### src/rtl/taxi_qsfp_mgmt_seq.sv
// taxi_qsfp_mgmt_seq: per-port QSFP sideband sequencer (presence debounce, reset/t_init, IntL latch, ModSelL).
// Optional status LEDs are enabled by defining TAXI_QSFP_MGMT_LED_EN.  Rev 1.0
`default_nettype none

module taxi_qsfp_mgmt_seq #(
    parameter int PORT_CNT     = 2,
    parameter int DEBOUNCE_CYC = 125000,
    parameter int RESET_CYC    = 1250,
    parameter int INIT_CYC     = 250000000,
    parameter int BLINK_CYC    = 12500000,
    // One code point beyond the port range so an out-of-range select is expressible
    parameter int SEL_W        = $clog2(PORT_CNT) + 1
) (
    input  logic                clk,
    input  logic                rst_n,
    input  logic [PORT_CNT-1:0] port_modprsl,
    input  logic [PORT_CNT-1:0] port_intl,
    output logic [PORT_CNT-1:0] port_resetl,
    output logic [PORT_CNT-1:0] port_modsell,
    output logic [PORT_CNT-1:0] port_lpmode,
    input  logic [PORT_CNT-1:0] sw_reset,
    input  logic [PORT_CNT-1:0] lpmode_req,
    input  logic                sel_valid,
    input  logic [SEL_W-1:0]    sel_port,
    output logic [PORT_CNT-1:0] present,
    output logic [PORT_CNT-1:0] ready,
    output logic [PORT_CNT-1:0] int_status,
    input  logic [PORT_CNT-1:0] int_clr,
    output logic [PORT_CNT-1:0] led_stat_g,
    output logic [PORT_CNT-1:0] led_stat_y
);

    localparam int c_MAX_A = (DEBOUNCE_CYC > RESET_CYC) ? DEBOUNCE_CYC : RESET_CYC;
    localparam int c_MAX   = (c_MAX_A > INIT_CYC) ? c_MAX_A : INIT_CYC;
    localparam int CNT_W   = $clog2(c_MAX + 1);

    localparam logic [CNT_W-1:0] c_DEB_LAST  = CNT_W'(DEBOUNCE_CYC - 1);
    localparam logic [CNT_W-1:0] c_RST_LAST  = CNT_W'(RESET_CYC - 1);
    localparam logic [CNT_W-1:0] c_INIT_LAST = CNT_W'(INIT_CYC - 1);
    localparam logic [CNT_W-1:0] c_CNT_MAX   = '1;

    typedef enum logic [1:0] {
        ST_ABSENT = 2'd0,
        ST_RESET  = 2'd1,
        ST_INIT   = 2'd2,
        ST_READY  = 2'd3
    } state_t;

`ifdef TAXI_QSFP_MGMT_LED_EN
    localparam int BLINK_W = $clog2(BLINK_CYC + 1);
    localparam logic [BLINK_W-1:0] c_BLINK_LAST = BLINK_W'(BLINK_CYC - 1);

    logic [BLINK_W-1:0] r_blink_cnt;
    logic               r_blink;

    always_ff @(posedge clk or negedge rst_n) begin
        if (!rst_n) begin
            r_blink_cnt <= '0;
            r_blink     <= 1'b0;
        end else if (r_blink_cnt == c_BLINK_LAST) begin
            r_blink_cnt <= '0;
            r_blink     <= ~r_blink;
        end else begin
            r_blink_cnt <= r_blink_cnt + 1'b1;
        end
    end
`endif

    for (genvar gi = 0; gi < PORT_CNT; gi++) begin : g_port
        logic             r_prs_s1, r_prs_s2;
        logic             r_int_s1, r_int_s2, r_int_d;
        logic [CNT_W-1:0] r_deb_cnt;
        logic             r_present;
        state_t           r_state, w_state_nxt;
        logic [CNT_W-1:0] r_seq_cnt, w_seq_cnt_nxt;
        logic             r_lpmode, r_modsell, r_int;
        logic             w_prs_now, w_int_fall, w_ready;

        assign w_prs_now  = ~r_prs_s2;
        assign w_int_fall = r_int_d & ~r_int_s2;
        assign w_ready    = (r_state == ST_READY);

        always_ff @(posedge clk or negedge rst_n) begin
            if (!rst_n) begin
                r_prs_s1  <= 1'b1;
                r_prs_s2  <= 1'b1;
                r_int_s1  <= 1'b1;
                r_int_s2  <= 1'b1;
                r_int_d   <= 1'b1;
                r_deb_cnt <= '0;
                r_present <= 1'b0;
            end else begin
                r_prs_s1 <= port_modprsl[gi];
                r_prs_s2 <= r_prs_s1;
                r_int_s1 <= port_intl[gi];
                r_int_s2 <= r_int_s1;
                r_int_d  <= r_int_s2;
                // Presence flips only after the synced pin disagrees for DEBOUNCE_CYC cycles in a row
                if (w_prs_now == r_present) begin
                    r_deb_cnt <= '0;
                end else if (r_deb_cnt == c_DEB_LAST) begin
                    r_present <= ~r_present;
                    r_deb_cnt <= '0;
                end else if (r_deb_cnt != c_CNT_MAX) begin
                    r_deb_cnt <= r_deb_cnt + 1'b1;
                end
            end
        end

        always_comb begin
            w_state_nxt   = r_state;
            w_seq_cnt_nxt = r_seq_cnt;
            if (r_seq_cnt != c_CNT_MAX) begin
                w_seq_cnt_nxt = r_seq_cnt + 1'b1;
            end
            case (r_state)
                ST_ABSENT: begin
                    w_seq_cnt_nxt = '0;
                    if (r_present) begin
                        w_state_nxt = ST_RESET;
                    end
                end
                ST_RESET: begin
                    if (r_seq_cnt == c_RST_LAST) begin
                        w_state_nxt   = ST_INIT;
                        w_seq_cnt_nxt = '0;
                    end
                end
                ST_INIT: begin
                    if (r_seq_cnt == c_INIT_LAST) begin
                        w_state_nxt   = ST_READY;
                        w_seq_cnt_nxt = '0;
                    end
                end
                ST_READY: begin
                    w_seq_cnt_nxt = '0;
                end
                default: begin
                    w_state_nxt   = ST_ABSENT;
                    w_seq_cnt_nxt = '0;
                end
            endcase
            if ((r_state != ST_ABSENT) && sw_reset[gi]) begin
                w_state_nxt   = ST_RESET;
                w_seq_cnt_nxt = '0;
            end
            // Removal takes priority over everything else
            if (!r_present) begin
                w_state_nxt   = ST_ABSENT;
                w_seq_cnt_nxt = '0;
            end
        end

        always_ff @(posedge clk or negedge rst_n) begin
            if (!rst_n) begin
                r_state   <= ST_ABSENT;
                r_seq_cnt <= '0;
                r_lpmode  <= 1'b1;
                r_modsell <= 1'b1;
                r_int     <= 1'b0;
            end else begin
                r_state   <= w_state_nxt;
                r_seq_cnt <= w_seq_cnt_nxt;
                r_lpmode  <= (w_state_nxt == ST_READY) ? lpmode_req[gi] : 1'b1;
                r_modsell <= ~(sel_valid && (sel_port == SEL_W'(gi)) && w_ready);
                if (w_ready && (w_state_nxt == ST_READY)) begin
                    if (w_int_fall) begin
                        r_int <= 1'b1;
                    end else if (int_clr[gi]) begin
                        r_int <= 1'b0;
                    end
                end else begin
                    r_int <= 1'b0;
                end
            end
        end

        assign port_resetl[gi]  = (r_state == ST_INIT) || w_ready;
        assign port_lpmode[gi]  = r_lpmode;
        assign port_modsell[gi] = r_modsell;
        assign present[gi]      = r_present;
        assign ready[gi]        = w_ready;
        assign int_status[gi]   = r_int;

`ifdef TAXI_QSFP_MGMT_LED_EN
        assign led_stat_g[gi] = w_ready;
        assign led_stat_y[gi] = w_ready ? r_int :
                                ((r_state == ST_RESET) || (r_state == ST_INIT)) ? r_blink : 1'b0;
`else
        assign led_stat_g[gi] = 1'b0;
        assign led_stat_y[gi] = 1'b0;
`endif
    end

endmodule

`default_nettype wire

### config.mk
export PLATFORM = sky130hd
export DESIGN_NAME = taxi_qsfp_mgmt_seq
export DESIGN_NICKNAME = d
export VERILOG_FILES = /design/src/rtl/taxi_qsfp_mgmt_seq.sv
export SDC_FILE = /design/constraint.sdc
export NUM_CORES = 1
export LEC_CHECK = 0
export CAP_MARGIN = 0
export CORE_MARGIN = 5
export CORE_UTILIZATION = 25
export DETAILED_ROUTE_END_ITERATION = 10
export GPL_TIMING_DRIVEN = 0
export PLACE_DENSITY = 0.52
export SLEW_MARGIN = 20
export SYNTH_ARGS = -nofsm -noshare
export SYNTH_HDL_FRONTEND = slang
export SYNTH_SLANG_ARGS = --single-unit
### constraint.sdc
create_clock -name clk -period 2 [get_ports clk]
set_input_delay 0.6 -clock clk [delete_from_list [all_inputs] [get_ports clk]]
set_output_delay 0.6 -clock clk [all_outputs]
set_load 0.02 [all_outputs]
Yosys cells after proc, flatten, opt, wreduce, memory -nomap -nowiden
Cells that the tools add are included.

Register bits after elaboration: 134. Bits in latches: 0. Memory bits (writable): 0. ROM bits: 0. Bits of input ports: 15. Output and inout bits: 16. Memories kept: 0.

Add/subtract/negate cells: 4. $mul: 0. Div/mod/pow operators: 0. $lt $le $gt $ge: 0. Equal/unequal tests: 23. Shift operators: 0. Multiplexer cells: 36. Bitwise logic cells: 12. Reduce and logical (&&, ||, !) cells: 21.

Operator list (number): 28-bit two-way mux (16); 28-bit case mux with 3 select lines (2); 28-bit by 1-bit adder with 28-bit output, second input constant (4); 28-bit inequality test, second input constant (4); 28-bit by 11-bit == test with 1-bit output, second input constant (2); 28-bit by 17-bit == test with 1-bit output, second input constant (2); 28-bit == test, second input constant (2); 2-bit two-way mux (8); 2-bit == test, second input constant (6); 2-bit case mux with 3 select lines (2); 1-bit inverter (10); 1-bit logical AND (8); 1-bit two-way mux (8); 2-bit by 1-bit == test with 1-bit output, second input constant (3); 2-bit logical NOT (3); 3-bit inequality test, second input constant (2); 3-bit nonzero test (2); 2-bit AND reduction (2); 2-bit nonzero test (2); 2-bit OR reduction (2); 1-bit bitwise AND (2); 1-bit == test (2); 1-bit logical OR (2).

Longest topological paths before layout
Gate-level depths: netlist of run 1.

Depth after elaboration: 8. Gate-level depth with buffers: 8. Gate-level depth less buffers: 7.

Worst setup path before layout of run 1
OpenSTA, ideal clock, no wires.

Path kind: register -> register. From: register g_port[0].r_seq_cnt[0]. To: register g_port[0].r_seq_cnt[10]. Library setup time: 0.121 ns. Data arrival time: 2.054 ns. Path slack: -0.175 ns. Stages on the path, launching flop included: 8. Buffers on the path: 1. Period minus slack after synthesis: 2.175 ns. Path through: dfrtp_1 -> ha_1 -> nand3_1 -> or4_1 -> o211a_1 -> o21bai_2 -> buf_2 -> nor2_1.

Longest elaborated chain between the ends: 6.

Ends and longest elaborated chain: from (decl) (line 75) `logic [CNT_W-1:0] r_seq_cnt, w_seq_cnt_nxt;`; from (signal assigned) (line 163) `r_seq_cnt <= w_seq_cnt_nxt;`; 28-bit by 1-bit adder with 28-bit output or 28-bit inequality test (tied branches) (line 114, 113); 28-bit two-way mux (line 113) `if (r_seq_cnt != c_CNT_MAX) begin`; 28-bit two-way mux (on tied branches) (line 130, 124); 28-bit case mux with 3 select lines (*) (line 116) `case (r_state)`; 28-bit two-way mux (*) (line 143) `if ((r_state != ST_ABSENT) && sw_reset[gi]) begin`; 28-bit two-way mux (*) (line 148) `if (!r_present) begin`; net g_port[0].w_seq_cnt_nxt[10] (line 75).

The timed path passes the listed nets; every way through them passes the cells marked *. A chain may end at the register's enable or synchronous reset.

Worst setup path in the final report of run 1
From: register g_port[0].r_seq_cnt[1]. To: register g_port[0].r_seq_cnt[23].

Same word-level chain as after synthesis.

==> impl_metrics.ini, run 1 <==
[pwr]
power_density_nw_per_um2 = 581.7
peakVddDrop_uv = 588.1
leakage_uw = 0.004062

[worst_setup_path]
critPathKind = reg2reg
start_kind = register
critPathRequiredTime_ns = 2.32
cpPeakStageDelay_ns = 0.45
cp_slowest_cell = dfrtp_2
worst_ep_arrival_time_ns = 2.39
crit_buf_inv = 4
r2r_end = g_port[0].r_seq_cnt[23]$_DFF_PN0_
r2r-start = g_port[0].r_seq_cnt[1]$_DFF_PN0_
crit_chain = inv_2 -> ha_4 -> nor3b_4 -> nand4_1 -> buf_4 -> o41ai_4 -> o21bai_4 -> buf_6 -> buf_8 -> nor2_1
cp_max_fo = 5
end_kind = register
worstRegToRegCells = 10
r2r_slack_ns = -0.07
path_delay_family = compound AO/OA/AOI/OAI gates

[finish]
drive_above_1_share_pct = 36.34
multi_input_area_um2 = 4597
fillers = 2922
fin_nets = 982
utilization_pct = 36.02
area_growth_pct = 42.21
register_area_um2 = 3415
diodes = 0
largest_registers = g_port.r_deb_cnt: 56 flops, g_port.r_seq_cnt: 56 flops, g_port.r_state: 4 flops

[route]
top_layer = met5
drt_wl_total_um = 21660
met3_length_um = 867
ant_nets = 0
vias_per_cell = 4.979
drcViolationCount = 0
num_vias = 6791
wl_per_cell_um = 15.88
first_pass_iters = 5
met1_length_um = 9988
drt_iter0_markers = 439
wl_met2_um = 10460

[sta]
drv_slew = 0
worst_pin_slew_ns = 0.5627
max_freq_ghz = 0.4821
fin_skew_ns = 0.01425
tns_ns = -1.210
hold_violations = 0
fin_ws_ns = -0.07423
max_slew_margin_pct = 62.49
rsz0062_at_grt = yes
final.min_clock_period_ns = 2.074
setup_viol = 38
fin_crit_sh_pct = 103.7

[global_route]
grt_pass1_wl_um = 34950
grt_use_total_pct = 12.53
grt_overflow = 0
grt_pass1_vias = 6669
antenna_found_initial = 1
grt_max_degree = 71

[cts]
cts.sinks = 134
clock_tree.root_cell = clkbuf_16
clkTransAtPathRegs_ns = 0.06
clock_latency_ns = 0.43
cts-htree-levels = 4
cts_buffer_depth = 2
cts_buffers = 17
cts_tree = built

[logic_synthesis]
synth_top_area_share_pct = 39.90
ys.flop_type = dfrtp_1
syn-instance-count = 812
async_flop_share_pct = 100.0
synth_edf_count = 0
yosysSeqAreaShare_pct = 44.79
post-synth-top-count-cell = dfrtp_1
synth_commonest_cells = dfrtp_1 (120), nor2_1 (96), xnor2_1 (59), nand2_1 (52), nand3_1 (52)
yosys_register_bits = 134
synth_area_leaders = dfrtp_1 (40%), xnor2_1 (6.9%), dfstp_2 (4.9%)
synth.avg_cell_area_um2 = 9.268
synth_cell_type_count = 62
yosysWarnings = 0
syn_area_um2 = 7526
synth_largest_area_cell = dfrtp_1

[floorplanning]
core_um2 = 29720
fp.dieW_um = 183.5
fp-row-count = 63
ios = 31
die_area_um2 = 33670
initial_core_util_pct = 25.33
chipHeight_um = 183.5

[flow_run]
maxCapViolations = 0

[placed_design]
place.port_buffers = 26
gp_congestion = 0.8291
detailed_place_hpwl_um = 13170

[run_status]
violations = setup timing
status = finished with violations

[hold_path]
hold_path_class = in2async
==> kinds of logic after synthesis <==
logic type | Yosys count | synth area share, %
compound gates | 133 | 11.44
fa+ha+maj | 6 | 0.9975
flops | 134 | 44.79
xor+xnor | 71 | 8.263
buf+inv | 69 | 4.755
simple gates | 391 | 28.78
other cells | 1 | 0.04983
mux | 7 | 0.9310
==> worst max path at each step <==
stage	startpoint	to	cells after the start
floorplan	g_port[1].r_seq_cnt[0]$_DFF_PN0_	g_port[1].r_seq_cnt[22]$_DFF_PN0_	7
global placement	rst_n	g_port[0].r_deb_cnt[8]$_DFFE_PN0P_	1
detailed placement	g_port[1].r_seq_cnt[1]$_DFF_PN0_	g_port[1].r_seq_cnt[7]$_DFF_PN0_	8
CTS	g_port[1].r_deb_cnt[0]$_DFFE_PN0P_	g_port[1].r_deb_cnt[18]$_DFFE_PN0P_	6
global route	g_port[0].r_seq_cnt[1]$_DFF_PN0_	g_port[0].r_seq_cnt[15]$_DFF_PN0_	10
finish	g_port[0].r_seq_cnt[1]$_DFF_PN0_	g_port[0].r_seq_cnt[23]$_DFF_PN0_	10
==> cell type report <==
cell class	instances	area share (%)
timing repair buffer	134	10.87
clock buffer	18	4.010
sequential	134	31.90
clock inverter	14	1.637
tap	390	4.559
multi-input combinational	612	42.95
inverter	20	0.7248
buffer	42	3.343
==> power by group <==
part	leakage, µW	switching (µW)	internal, µW
Combinational	0.00201	113	84.1
Clock	0.000287	1300	1970
Sequential	0.00176	17.9	2740
==> worst register-to-register path, cell delays in order, from the launching register on <==
cell,delay (ns)
dfrtp_2,0.45
inv_2,0.08
ha_4,0.12
nor3b_4,0.17
nand4_1,0.11
buf_4,0.17
o41ai_4,0.33
o21bai_4,0.22
buf_6,0.15
buf_8,0.12
nor2_1,0.05
==> metal layers <==
metal / GRT usage, % / vias up
met1: 17.31 / 3357
met5: 0 / -
met2: 19.56 / 120
met4: 3.665 / 2
li1: - / 3283
met3: 3.008 / 29
==> placed cells by master, fill, tap and decap left out, types with 23 or more instances in the layout <==
cell / synthesis / final
xnor2_1: 59 / 57
nand4_1: 35 / 35
dfrtp_1: 120 / 85
a21oi_1: 44 / 37
nand2_1: 52 / 48
buf_4: 14 / 103
buf_6: 4 / 23
nand3_1: 52 / 46
nor2_1: 96 / 78
dfrtp_2: 0 / 35
==> timing repair <==
action                                  CTS  global route
pin swaps                                46            40
hold buffers                              0             0
gates resized for setup                 155           123
endpoints found under the setup margin  126           112
gates cloned                              3             2
setup buffers                            66            43
==> stage by stage <==
stage / worst slack [ns] / std cells / hold WS, ns / instance area (µm²) / power [µW]
detailed placement: -1.024 / 1232 / 0.3472 / 8368 / 2973
floorplan: -0.01881 / 815 / 0.3044 / 7587 / 2858
finish: -0.07423 / 1364 / 0.1469 / 10700 / 6226
global route: -0.1384 / 1364 / 0.1912 / 10700 / 6457
CTS: -0.1389 / 1328 / 0.1626 / 10040 / 6288
global placement: -5.425 / 1231 / 0.3467 / 8335 / 2963
(Power assumes the default switching activity.)
==> inputs of run 2 (changes only) <==
--- a/config.mk
+++ b/config.mk
@@ -5,12 +5,14 @@
 export SDC_FILE = /design/constraint.sdc
 export NUM_CORES = 1
 export LEC_CHECK = 0
+export ABC_AREA = 1
 export CAP_MARGIN = 0
 export CORE_MARGIN = 5
 export CORE_UTILIZATION = 25
 export DETAILED_ROUTE_END_ITERATION = 10
 export GPL_TIMING_DRIVEN = 0
-export PLACE_DENSITY = 0.52
+export PLACE_DENSITY = 0.5
+export RECOVER_POWER = 50
 export SLEW_MARGIN = 20
 export SYNTH_ARGS = -nofsm -noshare
 export SYNTH_HDL_FRONTEND = slang
==> run 2 against run 1 <==
The run now ends clean. Setup slack better by 0.12 ns. Sequential share of layout area down 0.49 points. Wire length up 27%. Critical path depth down 8. Combinational power down 11%. Clock power down 7.0%. Sequential power about the same. Total power down 4.0%. Die area up 20%. Highest routed layer is now met4.
==> impl_metrics.ini, run 2 <==
[run_status]
status = complete, no violations

[cts]
cts_buffers = 17
cts-htree-levels = 4
cts_tree = built
clock_latency_ns = 0.44
cts_hold_buf = 0
clock_tree.root_cell = clkbuf_16
cts.sinks = 134
clkTransAtPathRegs_ns = 0.06
cts_buffer_depth = 2

[route]
wl_per_cell_um = 14.39
drt_wl_total_um = 27470
first_pass_iters = 5
ant_nets = 0
drcViolationCount = 0
num_vias = 8773
vias_per_cell = 4.596
drt_iter0_markers = 866

[finish]
diodes = 0
area_growth_pct = 18.02
drive_above_1_share_pct = 13.60
largest_registers = g_port.r_deb_cnt: 56 flops, g_port.r_seq_cnt: 56 flops, g_port.r_state: 4 flops
final_cell_mix = nand2_1 (330), nor2_1 (243), inv_1 (188)
final_common_cell = nand2_1
fin_nets = 1449

[floorplanning]
fp-row-count = 70
ios = 31
die_area_um2 = 40350
core_um2 = 36260
initial_core_util_pct = 25.12
chipHeight_um = 200.9
fp.dieW_um = 200.9

[sta]
worst_pin_slew_ns = 1.001
fin_skew_ns = 0.01271
tns_ns = 0
final.min_clock_period_ns = 1.959
fin_ws_ns = 0.04123
whs_ns = 0.3534
hold_violations = 0
drv_slew = 0
max_freq_ghz = 0.5105
setup_viol = 0
fin_crit_sh_pct = 97.94
max_slew_margin_pct = 33.27
rsz0062_at_grt = yes

[logic_synthesis]
synth_largest_area_cell = dfrtp_1
yosysSeqAreaShare_pct = 37.01
synth_edf_count = 0
async_flop_share_pct = 100.0
yosys_register_bits = 134
post-synth-top-count-cell = nand2_1
ys.flop_type = dfrtp_1
syn_area_um2 = 9109
syn-instance-count = 1366
yosysWarnings = 0
synth_cell_type_count = 46
synth.avg_cell_area_um2 = 6.668
synth_commonest_cells = nand2_1 (336), nor2_1 (246), inv_1 (192), nand3_1 (145), dfrtp_1 (120)
synth_top_area_share_pct = 32.97
synth_area_leaders = dfrtp_1 (33%), nand2_1 (14%), nor2_1 (10%)

[worst_setup_path]
end_kind = primary output
start_kind = register
cpPeakStageDelay_ns = 0.52
crit_chain = buf_4 -> clkdlybuf4s15_1
cp_max_fo = 1
cp_slowest_cell = dfstp_2
critPathKind = reg2out
critPathRequiredTime_ns = 1.40
worst_ep_arrival_time_ns = 1.36

[flow_run]
maxCapViolations = 0

[global_route]
grt_max_degree = 70
grt_overflow = 0
grt_pass1_vias = 8351
grt_use_total_pct = 13.59
grt_pass1_wl_um = 44610
antenna_found_initial = 0

[hold_path]
hold_path_class = in2async

[placed_design]
place_ws_ns = -0.2839
detailed_place_hpwl_um = 21060
gp_congestion = 0.9148
place.port_buffers = 26

[pwr]
power_density_nw_per_um2 = 555.8
peakVddDrop_uv = 613.0
leakage_uw = 0.004805
finalPower_uw = 5975
## run 2: cell count changes after synthesis, sizes merged, moves of 13 or more
| cell | delta |
|---|---|
| nand4 | +19 |
| a211oi | -17 |
| nand3 | +97 |
| or4 | -16 |
| and4 | -13 |
| or3 | -19 |
| nor2 | +171 |
| nor3 | +36 |
| inv | +178 |
| nand2 | +317 |
| xnor2 | -57 |
| a21oi | -25 |
| and3 | -14 |
| nor4 | -23 |
## run 2: cell type report
cell class	instances	area, µm²
Fill cell	4025	25510
Multi-Input combinational cell	1004	4881
Sequential cell	134	3377
Inverter	200	757.0
Tap cell	468	585.6
Clock buffer	20	446.7
Timing Repair Buffer	41	380.4
Buffer	30	215.2
Clock inverter	12	107.6
## run 2: stage by stage
| stage | std cells | utilization [%] | instance area [µm²] |
|---|---|---|---|
| after detailed placement | 1864 | 27.57 | 9998 |
| after global placement | 1863 | 27.48 | 9966 |
| after floorplan | 1369 | - | 9120 |
| after global routing | 1909 | 29.65 | 10750 |
| after CTS | 1903 | 29.36 | 10650 |
| final | 1909 | 29.65 | 10750 |
## run 2: final timing paths
kind                       cells past startpoint  slack, ns                            endpoint                        startpoint
setup reg to reg                              10       0.09   g_port[0].r_seq_cnt[15]$_DFF_PN0_  g_port[0].r_seq_cnt[0]$_DFF_PN0_
min in group clk                               0       0.36        g_port[0].r_prs_s2$_DFF_PN1_      g_port[0].r_prs_s1$_DFF_PN1_
hold / removal                                 1       0.35         g_port[1].r_int$_DFFE_PN0P_                             rst_n
max in group asynchronous                      2       0.46  g_port[0].r_deb_cnt[0]$_DFFE_PN0P_                             rst_n
hold reg to reg                                0       0.36        g_port[0].r_prs_s2$_DFF_PN1_      g_port[0].r_prs_s1$_DFF_PN1_
setup / recovery                               2       0.04                      port_lpmode[1]      g_port[1].r_lpmode$_DFF_PN1_
## run 2: worst max-delay path, delay by kind of cell, from the launching register on
family / cells / cell delay, ns
DFF: 1 / 0.52
buffers and inverters: 2 / 0.39
## run 2: cell families (layout without fill, tap and decap cells)
kind of cell,count (synthesis),in the layout,share of synthesized area (%)
simple gates,915,915,45.92
buf+inv,231,303,10.69
flops,134,134,37.01
compound gates,71,71,4.588
xor+xnor,8,8,0.9340
fa+ha+maj,6,6,0.8242
other cells,1,4,0.04117
## run 2: power by group
group | switching (µW) | internal, µW | total (µW)
sequential | 24.1 | 2740 | 2760
clock | 1300 | 1740 | 3040
combinational | 119 | 56.3 | 175
total | 1440 | 4530 | 5970
## run 2: metal layers
layer	routed length [µm]	GRT usage (%)	vias to the layer above
met1	13320	19.15	4053
met2	12300	21.25	229
met3	1328	2.310	36
met5	0	0	-
met4	524	4.351	0
li1	-	-	4455
## run 2: what timing repair did
| item | CTS | global route |
|---|---|---|
| cloned | 0 | 0 |
| buffers inserted | 7 | 7 |
| resized for setup | 34 | 29 |
| pin swaps | 2 | 4 |
| setup endpoints to repair | 89 | 89 |
